`src/rtl/score_display_pkg.sv`:
```
// Shared types, segment table and helpers for the score display.
package score_display_pkg;

  typedef enum logic [1:0] {
    IDLE,
    CONVERT,
    COMMIT
  } conv_state_t;

  // bit 0 = A ... bit 6 = G; codes 10..15 are dark
  localparam logic [6:0] SEG_LUT [16] = '{
    7'h3f, 7'h06, 7'h5b, 7'h4f,
    7'h66, 7'h6d, 7'h7d, 7'h07,
    7'h7f, 7'h6f, 7'h00, 7'h00,
    7'h00, 7'h00, 7'h00, 7'h00
  };

  function automatic int unsigned pow10(input int unsigned n);
    int unsigned r;
    r = 1;
    for (int unsigned i = 0; i < n; i++)
      r = r * 10;
    return r;
  endfunction

endpackage

```
`src/rtl/seven_seg_glyph.sv`:
```
// Combinational hit test of one seven-segment glyph at a fixed origin.
module seven_seg_glyph
  import score_display_pkg::*;
#(
  parameter int OX = 0,
  parameter int OY = 0,
  parameter int W  = 32,
  parameter int H  = 60,
  parameter int T  = 6
) (
  input  logic [9:0] Q_X,
  input  logic [9:0] Q_Y,
  input  logic [3:0] code,
  output logic       hit
);

  localparam int M = H / 2;

  logic [10:0] x;
  logic [10:0] y;
  logic [6:0]  seg;
  logic xl, xm, xr;
  logic ya, yu, yl, yd, yg;

  function automatic logic inr(
    input logic [10:0] v,
    input int lo,
    input int hi
  );
    return (v >= 11'(lo)) && (v < 11'(hi));
  endfunction

  assign x   = {1'b0, Q_X};
  assign y   = {1'b0, Q_Y};
  assign seg = SEG_LUT[code];

  assign xl = inr(x, OX, OX + T);
  assign xm = inr(x, OX + T, OX + W - T);
  assign xr = inr(x, OX + W - T, OX + W);

  assign ya = inr(y, OY, OY + T);
  assign yu = inr(y, OY + T, OY + M);
  assign yl = inr(y, OY + M, OY + H - T);
  assign yd = inr(y, OY + H - T, OY + H);
  assign yg = inr(y, OY + M - T / 2, OY + M + T - T / 2);

  assign hit = (seg[0] & xm & ya)
             | (seg[1] & xr & yu)
             | (seg[2] & xr & yl)
             | (seg[3] & xm & yd)
             | (seg[4] & xl & yl)
             | (seg[5] & xl & yu)
             | (seg[6] & xm & yg);

endmodule

```
`src/rtl/multi_digit_score_display.sv`:
```
// Per-frame binary-to-BCD score renderer with tear-free digit register.
// Optional: define LEADING_ZERO_BLANK_EN to blank leading zero digits.
module multi_digit_score_display
  import score_display_pkg::*;
#(
  parameter int X           = 0,
  parameter int Y           = 0,
  parameter int NUM_DIGITS  = 4,
  parameter int VALUE_W     = 14,
  parameter int DIGIT_W     = 32,
  parameter int DIGIT_H     = 60,
  parameter int SEG_T       = 6,
  parameter int DIGIT_PITCH = 44
) (
  input  logic               clk,
  input  logic               rst,
  input  logic               frame_start,
  input  logic [VALUE_W-1:0] value,
  input  logic [9:0]         Q_X,
  input  logic [9:0]         Q_Y,
  output logic               visible,
  output logic               busy,
  output logic               overflow
);

  localparam int BW = NUM_DIGITS * 4;
  localparam int CW = $clog2(VALUE_W + 1);
  localparam logic [31:0] MAXV = 32'(pow10(NUM_DIGITS) - 1);

  conv_state_t        state;
  logic [BW-1:0]      bcd;
  logic [BW-1:0]      adj;
  logic [BW-1:0]      disp;
  logic [VALUE_W-1:0] bin;
  logic [CW-1:0]      cnt;
  logic               sat;
  logic               clamp;
  logic [3:0]         codes [NUM_DIGITS];
  logic [NUM_DIGITS-1:0] hits;

  assign clamp = 32'(value) > MAXV;
  assign busy  = (state != IDLE);

  always_comb begin
    adj = bcd;
    for (int i = 0; i < NUM_DIGITS; i++)
      if (bcd[4*i +: 4] >= 4'd5)
        adj[4*i +: 4] = bcd[4*i +: 4] + 4'd3;
  end

  always_ff @(posedge clk) begin
    if (rst) begin
      state    <= IDLE;
      bcd      <= '0;
      bin      <= '0;
      cnt      <= '0;
      sat      <= 1'b0;
      disp     <= '0;
      overflow <= 1'b0;
    end else begin
      unique case (state)
        IDLE: begin
          if (frame_start) begin
            bin   <= clamp ? MAXV[VALUE_W-1:0] : value;
            sat   <= clamp;
            bcd   <= '0;
            cnt   <= '0;
            state <= CONVERT;
          end
        end
        CONVERT: begin
          {bcd, bin} <= {adj, bin} << 1;
          cnt <= cnt + 1'b1;
          if (cnt == CW'(VALUE_W - 1))
            state <= COMMIT;
        end
        COMMIT: begin
          disp     <= bcd;
          overflow <= sat;
          state    <= IDLE;
        end
        default: state <= IDLE;
      endcase
    end
  end

`ifdef LEADING_ZERO_BLANK_EN
  logic lead;

  // the last digit always shows, so a zero value reads "0"
  always_comb begin
    lead = 1'b1;
    for (int i = 0; i < NUM_DIGITS; i++) begin
      codes[i] = disp[4*(NUM_DIGITS-1-i) +: 4];
      if (lead && codes[i] == 4'd0 && i != NUM_DIGITS - 1)
        codes[i] = 4'hf;
      else
        lead = 1'b0;
    end
  end
`else
  always_comb begin
    for (int i = 0; i < NUM_DIGITS; i++)
      codes[i] = disp[4*(NUM_DIGITS-1-i) +: 4];
  end
`endif

  for (genvar i = 0; i < NUM_DIGITS; i++) begin : g_dig
    seven_seg_glyph #(
      .OX(X + i * DIGIT_PITCH),
      .OY(Y),
      .W (DIGIT_W),
      .H (DIGIT_H),
      .T (SEG_T)
    ) u_glyph (
      .Q_X (Q_X),
      .Q_Y (Q_Y),
      .code(codes[i]),
      .hit (hits[i])
    );
  end

  always_ff @(posedge clk) begin
    if (rst) visible <= 1'b0;
    else     visible <= |hits;
  end

endmodule

```
`config.mk`:
```
export PLATFORM = sky130hd
export DESIGN_NAME = multi_digit_score_display
export DESIGN_NICKNAME = d
export VERILOG_FILES = /design/src/rtl/score_display_pkg.sv /design/src/rtl/seven_seg_glyph.sv /design/src/rtl/multi_digit_score_display.sv
export SDC_FILE = /design/constraint.sdc
export NUM_CORES = 1
export LEC_CHECK = 0
export CAP_MARGIN = 30
export CORE_ASPECT_RATIO = 0.5
export CORE_MARGIN = 5
export CORE_UTILIZATION = 43
export DETAILED_ROUTE_END_ITERATION = 10
export RECOVER_POWER = 50
export SETUP_SLACK_MARGIN = 0.15
export SYNTH_ARGS = -nofsm -noshare
export SYNTH_HDL_FRONTEND = slang
export SYNTH_SLANG_ARGS = --single-unit
```
`constraint.sdc`:
```
create_clock -name clk -period 3.8 [get_ports clk]
set_input_delay 0.57 -clock clk [delete_from_list [all_inputs] [get_ports clk]]
set_output_delay 0.57 -clock clk [all_outputs]
set_load 0.01 [all_outputs]
```
==> flow_summary.ini, run 1 <==
[power]
cellPowerDensity_nw_per_um2 = 286.5
total_power_uw = 1249
p_leak_uw = 0.001478
ir_worst_vdd_mv = 0.1765

[worst_setup_path]
r2r_start = state[0]$_SDFFE_PP0P_
critPathKind = reg -> reg
start_kind = register
crit_required_ns = 4.03
crit_start = state[0]$_SDFFE_PP0P_
crit_fanout = 19
ff2ff_setup_slack_ns = 1.18
critPathArrivalTime_ns = 2.85
end_kind = register

[synthesis]
syn_nets = 578
yosys.area.top_type_share = 0.2922
syn-instance-count = 507
synth_edf_count = 0
ys_seq_elements = 55
ys_warn_count = 0
yosysUniqueCellTypes = 60
synth_area_leaders = dfxtp_1, ha_1, a21oi_1
synth_common_cells = nand2_1, a21oi_1, dfxtp_1
yosysMostFrequentCell = nand2_1
synth_flop_cell = dfxtp_1
synth.yosys.seq_area_share = 0.2922
synthArstFlopShare = 0
syn_avg_cell_area_um2 = 7.433
syn_area_um2 = 3769
synth_area_leader_cell = dfxtp_1

[drt]
drt_iter0_drc = 168
finalWirelength_mm = 9.071
post-route-drc-count = 0
dr.pass1.iters = 4
antenna_left = 0
vias_per_cell = 5.484
wire_per_inst_um = 14.11
vias = 3526

[floorplanning]
initial_core_util = 0.4373
die_x_um = 142.4
num_rows = 24
ioPinCount = 40
dieArea_um2 = 10850
core_area_um2 = 8618
die_y_um = 76.20

[clocking]
insertion_delay_ns = 0.29
cts.clk_slew.worst_paths_ns = 0.07
postCtsSetupBuffers = 0
h-tree-depth = 2
clockRootBuffer = clkbuf_16
numCtsBuffers = 5
tritoncts = yes
cts_hold_buf = 0
cts_sinks = 55
cts_resized = 0
clock_path_buffers = 2

[sta]
fin_crit_sh = 0.6903
fin_skew_ns = 0.001955
hold_viol = 0
grt_setup_unrepaired = no
worst_pin_slew_ns = 1.052
max_freq_mhz = 381.2
setup_tns_ns = 0
drv_slew = 0
period_minus_slack_ns = 2.623
maxSlewHeadroom = 0.2973
finalSetupViolCount = 0

[grt]
antenna_found_initial = 0
grt_overflow_total = 0
grt_pass1_vias = 3109
grt_usage = 0.1650
grt_max_degree = 41
grt_pass1_wl_mm = 15.13

[layout]
drive_gt1_frac = 0.03992
multi_input_area_um2 = 2446
num-nets-final = 596
stdcell_area_um2 = 4358
regArea_um2 = 1101
area_delta_synth_final_pct = 15.64
diodes = 0
final_cells = 643
num-fill-cells = 836

[worst_hold_path]
hold_class = reg -> reg
hold_path_startpoint = bin[1]$_SDFFE_PP0P_

[place]
dp_hpwl_mm = 6.646
place_area_um2 = 4212
placedCellCount = 635
port_buffers = 38
gp_congestion = 0.8153

[flow_run]
cap_violations = 0

[status]
status = completed
## routing by layer
| layer | routed length [um] | global-route usage | part of all wire |
|---|---|---|---|
| met1 | 4699 | 0.2489 | 0.52 |
| met2 | 3718 | 0.2389 | 0.41 |
| met3 | 575 | 0.03887 | 0.063 |
| met4 | 78 | 0.02941 | 0.0086 |
| met5 | 0 | 0 | 0 |
## worst max-delay path: stages (launching register included)
cell and delay [ns]:
dfxtp_1 0.37, nor2b_1 0.84, clkbuf_1 0.70, nand4_1 0.20
or2_2 0.31, a21oi_1 0.13
## worst paths after layout
path,endpoint,cells after the start
setup / recovery,cnt[3]$_SDFFE_PP0P_,5
hold reg to reg,bin[2]$_SDFFE_PP0P_,2
hold / removal,bin[2]$_SDFFE_PP0P_,2
setup reg to reg,cnt[3]$_SDFFE_PP0P_,5
## flip-flops by register name (all words and copies together), names as in the netlist
name	flops
state	2
bcd	16
overflow	1
cnt	4
visible	1
codes	16
sat	1
bin	14
## final cells by class
class                      count  share of cell area
clock buffer                   8             0.03589
inverter                      26             0.02239
multi-input combinational    395              0.5613
sequential                    55              0.2527
tap                          117             0.03359
timing repair buffer          42             0.09417
## placed cells by master (no fill, tap or decap), types with 3 or more instances in the layout
master	instances
o22ai_1	3
a2bb2oi_1	3
xnor2_1	4
a21oi_1	62
a211oi_1	3
nand3b_1	3
dlygate4sd3_1	3
dfxtp_1	55
or3_1	6
or2_2	4
nand2b_1	19
xor2_1	3
clkdlybuf4s50_1	34
nor3_1	25
inv_1	26
a22oi_1	3
ha_1	34
clkbuf_16	5
clkbuf_1	3
nor4b_1	3
nor2b_1	6
nor3b_1	4
o221ai_1	6
nor2_1	41
nand3_1	16
nand2_1	71
a31oi_1	5
a221oi_1	5
o21bai_1	3
nor4_1	3
o21ai_0	20
a21o_1	4
## report_power, final
part           internal, uW  switching [uW]  total, uW
clock network           281             203        484
registers               593            9.79        603
logic                  70.5            91.5        162
## stage by stage
step,utilization,hold WS [ns],setup slack [ns]
global route,0.5057,0.4676,0.9228
CTS,0.5068,0.4537,1.298
floorplan,-,0.4320,1.544
finish,0.5057,0.4555,1.177
global placement,0.4864,0.4412,0.9940
detailed placement,0.4887,0.4438,0.9912
## cell families after synthesis
kind of cell               share of synthesized area
DFF                                           0.2922
and+or+nand+nor                               0.2746
adders and majority gates                     0.1129
muxes                                       0.005312
xor gates and xnor gates                     0.01627
buffers and inverters                        0.05876
AOI/OAI and AO/OA                             0.2400
No activity file was read; power rests on OpenSTA's default activity.
==> inputs of run 2 (changes only) <==
Settings changed: PLACE_DENSITY set to 0.66.
Clock period 3.8 ns to 2.1 ns, I/O delays scaled along.
==> run 2 against run 1 <==
  * Clock skew is 0.0030 ns higher
  * Largest power group unchanged
  * Sequential power is 81% higher
  * Total power is 84% higher
  * Core utilization is 5.1 points higher
  * Highest routed layer unchanged
  * Sequential share of layout area is 2.2 points lower
  * Clock power is 78% higher
  * Final area is 10% higher
==> flow_summary.ini, run 2 (same netlist as run 1, synthesis figures left out) <==
[worst_setup_path]
crit_fanout = 7
crit_required_ns = 2.32
start_kind = input port
end_kind = register
critPathKind = in -> reg
critPathArrivalTime_ns = 2.17

[clocking]
cts.clk_slew.worst_paths_ns = 0.07
tritoncts = yes
numCtsBuffers = 5
clockRootBuffer = clkbuf_16
cts_hold_buf = 0
postCtsSetupBuffers = 0
clock_path_buffers = 2
insertion_delay_ns = 0.29
cts_sinks = 55
h-tree-depth = 2

[drt]
dr.pass1.iters = 4
antenna_left = 0
vias_per_cell = 5.302
vias = 3669
drt_iter0_drc = 161
wire_per_inst_um = 13.77
post-route-drc-count = 0
finalWirelength_mm = 9.532

[grt]
grt_overflow_total = 0
grt_usage = 0.1732
grt_max_degree = 46
grt_pass1_wl_mm = 15.97
antenna_found_initial = 0
grt_pass1_vias = 3515

[layout]
num-fill-cells = 844
drive_gt1_frac = 0.1478
area_delta_synth_final_pct = 27.22
diodes = 0
final_util = 0.5563
num-nets-final = 645
layout_common_cells = nand2_1, a21oi_1, dfxtp_1, buf_4, nor2_1
regArea_um2 = 1104
final_cells = 692
multi_input_area_um2 = 2535
layout_commonest_cell = nand2_1

[floorplanning]
die_y_um = 76.20
initial_core_util = 0.4373
die_x_um = 142.4
ioPinCount = 40
core_area_um2 = 8618
dieArea_um2 = 10850
num_rows = 24

[power]
total_power_uw = 2299
cellPowerDensity_nw_per_um2 = 479.6
ir_worst_vdd_mv = 0.3750
p_leak_uw = 0.001761

[worst_hold_path]
hold_class = in -> reg

[sta]
grt_setup_unrepaired = yes
worst_pin_slew_ns = 0.6960
finalSetupViolCount = 0
max_freq_mhz = 512.0
period_minus_slack_ns = 1.953
maxSlewHeadroom = 0.5360
drv_slew = 0
hold-worst-slack_ns = 0.3666
fin_skew_ns = 0.004934
hold_viol = 0
setup_tns_ns = 0
fin_crit_sh = 0.9300

[status]
status = completed

[place]
gp_congestion = 0.9361
placedCellCount = 684
dp_hpwl_mm = 7.162
port_buffers = 38

[flow_run]
cap_violations = 0
[run 2: worst paths after layout]
path                              start                    end  slack (ns)  cells past startpoint
setup / recovery                 Q_Y[7]     visible$_SDFF_PP0_        0.15                      7
hold / removal                      rst    bin[9]$_SDFFE_PP0P_        0.37                      2
setup reg to reg  codes[0]$_SDFFE_PP0N_     visible$_SDFF_PP0_        0.19                      7
hold reg to reg        sat$_SDFFE_PP0P_  overflow$_SDFFE_PP0N_        0.45                      2
[run 2: critical path: stages]
cell           delay, ns
dlygate4sd2_1       0.23
or4_4               0.53
or3_4               0.44
a2bb2oi_2           0.14
a221oi_2            0.26
a2111oi_2           0.09
a41oi_2             0.16
[run 2: repair_timing]
item                       4_1_cts  5_1_grt
setup endpoints to repair        1        5
pin swaps                       11        1
gates resized for setup         32        5
[run 2: per-layer routing]
layer | GRT usage | vias to the layer above | part of all wire
li1 | - | 1911 | -
met1 | 0.2378 | 1652 | 0.50
met2 | 0.2770 | 91 | 0.43
met3 | 0.03072 | 15 | 0.054
met4 | 0.05218 | 0 | 0.015
met5 | 0 | - | 0
[run 2: report_power, final]
| group | total, uW | internal (uW) | switching [uW] |
|---|---|---|---|
| clock network | 863 | 508 | 354 |
| registers | 1090 | 1070 | 18.2 |
| logic | 346 | 165 | 181 |
[run 2: final cells by class]
type                    instances  share of cell area
clock buffers                   8             0.03262
repair buffers                 91              0.1576
multi-input cells             395              0.5287
inverters                      26             0.02035
flip-flops and latches         55              0.2302
well taps                     117             0.03053
[run 2: through the flow]
step           setup WS (ns)  instance area, um2
2_1_floorplan        0.09890                3769
6_report              0.1470                4795
4_1_cts               0.1529                4781
3_5_place_dp         -0.4483                4579
5_1_grt              0.09591                4795
3_3_place_gp         -0.5274                4579
